**src/rtl/shared_mem_pkg.sv**
```systemverilog
// Shared data-memory arbiter: state type, default widths and the round-robin pick function.
package shared_mem_pkg;

    typedef enum logic {
        ARB    = 1'b0,
        LOCKED = 1'b1
    } arb_state_e;

    localparam int DEF_ADDR_W = 32;
    localparam int DEF_DATA_W = 32;
    localparam int MAX_CORES  = 16;

    // One-hot pick of the first set bit of req at or after ptr, wrapping at n-1 back to 0.
    function automatic logic [MAX_CORES-1:0] rr_pick(
        input logic [MAX_CORES-1:0] req,
        input logic [3:0]           ptr,
        input int                   n
    );
        logic [MAX_CORES-1:0] gnt;
        logic [4:0]           idx;
        logic                 found;
        gnt   = '0;
        found = 1'b0;
        for (int i = 0; i < MAX_CORES; i++) begin
            idx = {1'b0, ptr} + 5'(i);
            if (idx >= 5'(n)) idx = idx - 5'(n);
            if (i < n && !found && req[idx[3:0]]) begin
                gnt[idx[3:0]] = 1'b1;
                found         = 1'b1;
            end
        end
        return gnt;
    endfunction

endpackage

```
**src/rtl/rr_priority_pick.sv**
```systemverilog
// Combinational N-way rotating priority pick: first requester at or after ptr, one-hot result.
module rr_priority_pick
    import shared_mem_pkg::*;
#(
    parameter int N = 4,
    localparam int PTR_W = $clog2(N)
)(
    input  logic [N-1:0]     req,
    input  logic [PTR_W-1:0] ptr,
    output logic [N-1:0]     gnt
);

    logic [MAX_CORES-1:0] req_ext;
    logic [MAX_CORES-1:0] pick;
    logic [3:0]           ptr_ext;
    logic                 unused_hi;

    always_comb begin
        req_ext             = '0;
        req_ext[N-1:0]      = req;
        ptr_ext             = '0;
        ptr_ext[PTR_W-1:0]  = ptr;
    end

    assign pick      = rr_pick(req_ext, ptr_ext, N);
    assign gnt       = pick[N-1:0];
    assign unused_hi = |(pick >> N);

endmodule

```
**src/rtl/shared_mem_arbiter.sv**
```systemverilog
// N-core round-robin arbiter with bus locking in front of the 1-cycle-latency shared data memory.
// Define ARB_CONFLICT_EN to add same-address write-conflict reporting (conflict, conflict_cnt).
//
//   state  | meaning
//   ARB    | round-robin among all requesters starting at rr_ptr
//   LOCKED | only owner may be granted; lock_cnt counts its grants under the lock
module shared_mem_arbiter
    import shared_mem_pkg::*;
#(
    parameter int N_CORES  = 4,
    parameter int ADDR_W   = DEF_ADDR_W,
    parameter int DATA_W   = DEF_DATA_W,
    parameter int MAX_LOCK = 8
)(
    input  logic                        clock,
    input  logic                        reset,
    input  logic [N_CORES-1:0]          core_req,
    input  logic [N_CORES-1:0]          core_we,
    input  logic [N_CORES-1:0]          core_lock,
    input  logic [N_CORES*ADDR_W-1:0]   core_addr,
    input  logic [N_CORES*DATA_W-1:0]   core_wdata,
    output logic [N_CORES-1:0]          core_gnt,
    output logic [N_CORES-1:0]          core_rvalid,
    output logic [DATA_W-1:0]           core_rdata,
    output logic                        mem_en,
    output logic                        mem_we,
    output logic [ADDR_W-1:0]           mem_addr,
    output logic [DATA_W-1:0]           mem_wdata,
    input  logic [DATA_W-1:0]           mem_rdata
`ifdef ARB_CONFLICT_EN
    ,
    output logic                        conflict,
    output logic [15:0]                 conflict_cnt
`endif
);

    localparam int               PTR_W = $clog2(N_CORES);
    localparam logic [PTR_W-1:0] LAST  = PTR_W'(N_CORES - 1);

    arb_state_e         state_q, state_d;
    logic [PTR_W-1:0]   rr_ptr_q, rr_ptr_d;
    logic [PTR_W-1:0]   owner_q, owner_d;
    logic [PTR_W-1:0]   gnt_idx, owner_nxt, rd_core_q;
    logic [7:0]         lock_cnt_q, lock_cnt_d;
    logic               relock_blk_q, relock_blk_d;
    logic               rd_vld_q;
    logic               granted;
    logic [N_CORES-1:0] owner_oh, pick_req, pick_gnt;

    always_comb begin
        owner_oh          = '0;
        owner_oh[owner_q] = 1'b1;
    end

    // In LOCKED the same picker sees only the owner's request.
    assign pick_req = (state_q == LOCKED) ? (core_req & owner_oh) : core_req;

    rr_priority_pick #(.N(N_CORES)) u_pick (
        .req (pick_req),
        .ptr (rr_ptr_q),
        .gnt (pick_gnt)
    );

    assign core_gnt = reset ? '0 : pick_gnt;
    assign granted  = |core_gnt;

    always_comb begin
        gnt_idx = '0;
        for (int i = 0; i < N_CORES; i++)
            if (core_gnt[i]) gnt_idx = PTR_W'(i);
    end

    assign mem_en    = granted;
    assign mem_we    = granted & core_we[gnt_idx];
    assign mem_addr  = granted ? core_addr[int'(gnt_idx)*ADDR_W +: ADDR_W] : '0;
    assign mem_wdata = granted ? core_wdata[int'(gnt_idx)*DATA_W +: DATA_W] : '0;
    assign owner_nxt = (owner_q == LAST) ? '0 : owner_q + 1'b1;

    always_comb begin
        state_d      = state_q;
        rr_ptr_d     = rr_ptr_q;
        owner_d      = owner_q;
        lock_cnt_d   = lock_cnt_q;
        relock_blk_d = relock_blk_q;
        if (granted)
            rr_ptr_d = (gnt_idx == LAST) ? '0 : gnt_idx + 1'b1;
        case (state_q)
            ARB: begin
                // The blocked core may still be granted, just not locked, until it skips a grant.
                if (granted && core_lock[gnt_idx] && MAX_LOCK > 1 &&
                    !(relock_blk_q && gnt_idx == owner_q)) begin
                    state_d    = LOCKED;
                    owner_d    = gnt_idx;
                    lock_cnt_d = 8'd1;
                end
                if (relock_blk_q && !(granted && gnt_idx == owner_q))
                    relock_blk_d = 1'b0;
            end
            LOCKED: begin
                rr_ptr_d = owner_nxt;
                if (!core_req[owner_q] || !core_lock[owner_q]) begin
                    state_d    = ARB;
                    lock_cnt_d = '0;
                end else if ({1'b0, lock_cnt_q} + 9'd1 >= 9'(MAX_LOCK)) begin
                    state_d      = ARB;
                    lock_cnt_d   = '0;
                    relock_blk_d = 1'b1;
                end else begin
                    lock_cnt_d = lock_cnt_q + 8'd1;
                end
            end
            default: state_d = ARB;
        endcase
    end

    always_ff @(posedge clock) begin
        if (reset) begin
            state_q      <= ARB;
            rr_ptr_q     <= '0;
            owner_q      <= '0;
            lock_cnt_q   <= '0;
            relock_blk_q <= 1'b0;
            rd_vld_q     <= 1'b0;
            rd_core_q    <= '0;
        end else begin
            state_q      <= state_d;
            rr_ptr_q     <= rr_ptr_d;
            owner_q      <= owner_d;
            lock_cnt_q   <= lock_cnt_d;
            relock_blk_q <= relock_blk_d;
            rd_vld_q     <= granted & ~core_we[gnt_idx];
            rd_core_q    <= gnt_idx;
        end
    end

    always_comb begin
        core_rvalid            = '0;
        core_rvalid[rd_core_q] = rd_vld_q;
    end

    // Memory read data already arrives one cycle after issue, aligned with the registered strobe.
    assign core_rdata = mem_rdata;

`ifdef ARB_CONFLICT_EN
    logic conflict_d;

    always_comb begin
        conflict_d = 1'b0;
        for (int i = 0; i < N_CORES; i++)
            for (int j = i + 1; j < N_CORES; j++)
                if (core_req[i] && core_we[i] && core_req[j] && core_we[j] &&
                    core_addr[i*ADDR_W +: ADDR_W] == core_addr[j*ADDR_W +: ADDR_W])
                    conflict_d = 1'b1;
    end

    always_ff @(posedge clock) begin
        if (reset) begin
            conflict     <= 1'b0;
            conflict_cnt <= '0;
        end else begin
            conflict <= conflict_d;
            if (conflict_d && conflict_cnt != 16'hFFFF)
                conflict_cnt <= conflict_cnt + 16'd1;
        end
    end
`endif

endmodule
```
**config.mk**
```make
export PLATFORM = sky130hd
export DESIGN_NAME = shared_mem_arbiter
export DESIGN_NICKNAME = d
export VERILOG_FILES = /design/src/rtl/shared_mem_pkg.sv /design/src/rtl/rr_priority_pick.sv /design/src/rtl/shared_mem_arbiter.sv
export SDC_FILE = /design/constraint.sdc
export NUM_CORES = 1
export LEC_CHECK = 0
export ABC_CLOCK_PERIOD_IN_PS = 10900
export BUFFER_PORTS_ARGS = -buffer_cell sky130_fd_sc_hd__buf_4
export CORE_AREA = 5 5 156 158
export DETAILED_ROUTE_END_ITERATION = 8
export DIE_AREA = 0 0 161 163
export PLACE_DENSITY = 0.52
export SLEW_MARGIN = 40
export SYNTH_ARGS = -nofsm -noshare
export SYNTH_HDL_FRONTEND = slang
export SYNTH_SLANG_ARGS = --single-unit
```
**constraint.sdc**
```tcl
create_clock -name clock -period 10.9 [get_ports clock]
set_clock_uncertainty 0.2 [all_clocks]
set_input_delay 1.09 -clock clock [delete_from_list [all_inputs] [get_ports clock]]
set_output_delay 1.09 -clock clock [all_outputs]
set_load 0.05 [all_outputs]
```
==> metrics <==
outcome=complete, no violations; gr usage total=12.4%; commonest cells in the netlist=mux2i_1 (74), o21ai_0 (63), o221ai_1 (61), buf_4 (39), dfxtp_1 (17); Syn-to-layout area delta=77.4%; Horiz. Die Dim=161 um; Die ar.=26200 um^2; Clock Sink Count=17; hold buffer count at cts=0; Power Density=339 nW/um^2; fillers=2491; Post-Syn Nets=743; cell repeated most along the worst path=buf_4; CP required=9.61 ns; Critical path buffers and inverters=5; mapped cell area=3410 um^2; I/O pin cnt=408; Worst path slowest cell=a31o_4; worst vdd ir=0.000205 V; area of the multi-input gates=2620 um^2; fin crit share=58.0%; Synth top area share=21.7%; TritonCTS buffer count=3; overall power=2.05 mW; DRT Pass-1 Iters=4; DRT met1 WL=7230 um; via count=4569; Distinct cells, synth=54; cell family with most CP delay=compound AO/OA/AOI/OAI gates; Yosys Warn Count=0; Row Count=56; Post-Layout Inst Area=6050 um^2; drt via density=4.59; Clock Tree Buf Depth=2; grt total ovfl=0; syn_area_per_cell=7.97 um^2; CTS tree=yes; first-pass GRT wire length=26300 um; Slew @ Worst Pin=0.810 ns; vias in the first global route=4596; largest cells by area after synthesis=mux2i_1 (22%), o221ai_1 (16%), dfxtp_1 (10%), o21ai_0 (9.2%), buf_4 (8.6%); DR DRC count=0; Core Util, Final=26.3%; crit end category=output pin; worst min-delay path class=flop to flop; Clock Root Buffer=clkbuf_16; initial core utilization=14.8%; Synth area leader=mux2i_1; Top Metal Used=met4; post-DP HPWL=15100 um; worst r2r src=owner_q[1]$_SDFFE_PP0P_; WL/cell=18.4 um; GP Congestion=0.787; Die Y=163 um; fraction of layout cells with a size suffix above 1=51.8%; crit path DAT=5.04 ns; Post-synth ARST share=0%; Clk Latency, worst-skew pair=0.24 ns; Worst slew margin=46.0%; Peak Freq=158 MHz; DRT iter0 DRCs=219; Crit. Startpoint=core_req[1]; # setup viols final=0; RSZ-0062 raised after global routing=false; largest net degree at the start of global routing=137; Inst Count DP=992; nets@finish=1022; Final ANT Viol Nets=0; core area=23000 um^2; Layout Cells excl Fill=996; final hold vios=0; H-tree depth=1; critical path class=primary input to output pin; Setup Buffers After CTS=0; CP Launch Type=primary input; cells after synthesis=428; Seq/Total Area, Yosys=9.98%; number of synthesized flops with an enable pin=0; Clock Pin Slew Worst Setup and Hold Paths=0.05 ns; hold_sp=lock_cnt_q[5]$_SDFFE_PP0P_; count of buffers from port buffering=343; dpl cell area=5970 um^2; Most used DFF post-synth=dfxtp_1; Max-Cap Viols=0; crit path cell chain=buf_4 -> and2_1 -> a221o_1 -> and2_1 -> a221o_1 -> inv_2 -> a31o_4 -> inv_2 -> nor2b_4 -> buf_4 -> o221ai_1 -> o21ai_0 -> buf_4; CP peak stage delay=0.62 ns; Pleak=3.09 nW; Final TNS setup=0 ns; #FFs+latches synth=17; minimum clock period=6.33 ns; worst-path fanout max=69; max-slew violations=0; post_cts resized=0; met3 wire length=1410 um; DR WL met2=9050 um; count leader, synth=mux2i_1; Ant. Diodes=0; initial antenna violation count=0; sequential cell area=340 um^2; drt total wl=18300 um
## metrics by stage
| step | hold slack (ns) | setup WS [ns] |
|---|---|---|
| global placement | 0.244 | 4.57 |
| global route | 0.283 | 4.31 |
| detailed placement | 0.251 | 4.58 |
| finish | 0.259 | 4.57 |
| CTS | 0.263 | 4.57 |
| floorplan | 0.230 | 5.13 |
## layout by cell type (no fill, tap or decap), types with 3 or more instances in the layout
| cell type | count |
|---|---|
| o21ai_0 | 63 |
| o22ai_1 | 7 |
| and2_1 | 10 |
| o21a_1 | 4 |
| nand3_1 | 6 |
| nor2b_1 | 4 |
| buf_4 | 345 |
| dfxtp_1 | 17 |
| clkbuf_16 | 3 |
| inv_1 | 8 |
| nand2b_1 | 7 |
| nand2_1 | 9 |
| a21oi_1 | 8 |
| o211ai_1 | 4 |
| and3_1 | 6 |
| nor3_1 | 3 |
| nor3b_1 | 3 |
| nor2_1 | 8 |
| mux2i_1 | 74 |
| o221ai_1 | 61 |
| ha_1 | 13 |
## report_power, final
group	leakage, nW	switching [mW]	internal, mW	total (mW)
sequential	0.138	0.0240	0.0746	0.0986
combinational	2.91	1.29	0.591	1.88
clock	0.0409	0.0234	0.0490	0.0725
total	3.09	1.33	0.715	2.05
## routing by layer
| metal | up-vias | track usage, % |
|---|---|---|
| li1 | 2212 | - |
| met1 | 2105 | 15.6 |
| met2 | 226 | 20.9 |
| met3 | 26 | 2.78 |
| met4 | 0 | 4.58 |
| met5 | - | 0 |
## sequential cells by signal (all words and copies together), names as in the netlist
name / cells
relock_blk_q: 1
rd_vld_q: 1
owner_q: 2
lock_cnt_q: 8
state_q: 1
rr_ptr_q: 2
rd_core_q: 2
## kinds of logic (layout without fill, tap and decap cells)
logic type	Yosys count	after routing	synth area share, %
DFF	17	17	9.98
and+or+nand+nor	69	69	11.9
AOI/OAI and AO/OA	170	170	36.1
muxes	75	75	22.1
xor gates and xnor gates	2	2	0.954
buffers and inverters	82	360	14.1
adders and majority gates	13	13	4.77
## worst paths after layout
path | endpoint | slack (ns) | cells after the start
hold reg to reg | lock_cnt_q[5]$_SDFFE_PP0P_ | 0.26 | 1
hold / removal | lock_cnt_q[5]$_SDFFE_PP0P_ | 0.26 | 1
setup / recovery | mem_addr[8] | 4.57 | 13
setup reg to reg | lock_cnt_q[1]$_SDFFE_PP0P_ | 6.64 | 13
## final cells by class
type	instances	share of cell area [%]
multi-input cells	329	43.3
repair buffers	346	43.2
well taps	290	6.00
flip-flops and latches	17	5.63
clock buffers	3	1.24
inverters	10	0.621
clock inverters	1	0.0828
No activity file was read; power rests on OpenSTA's default activity.
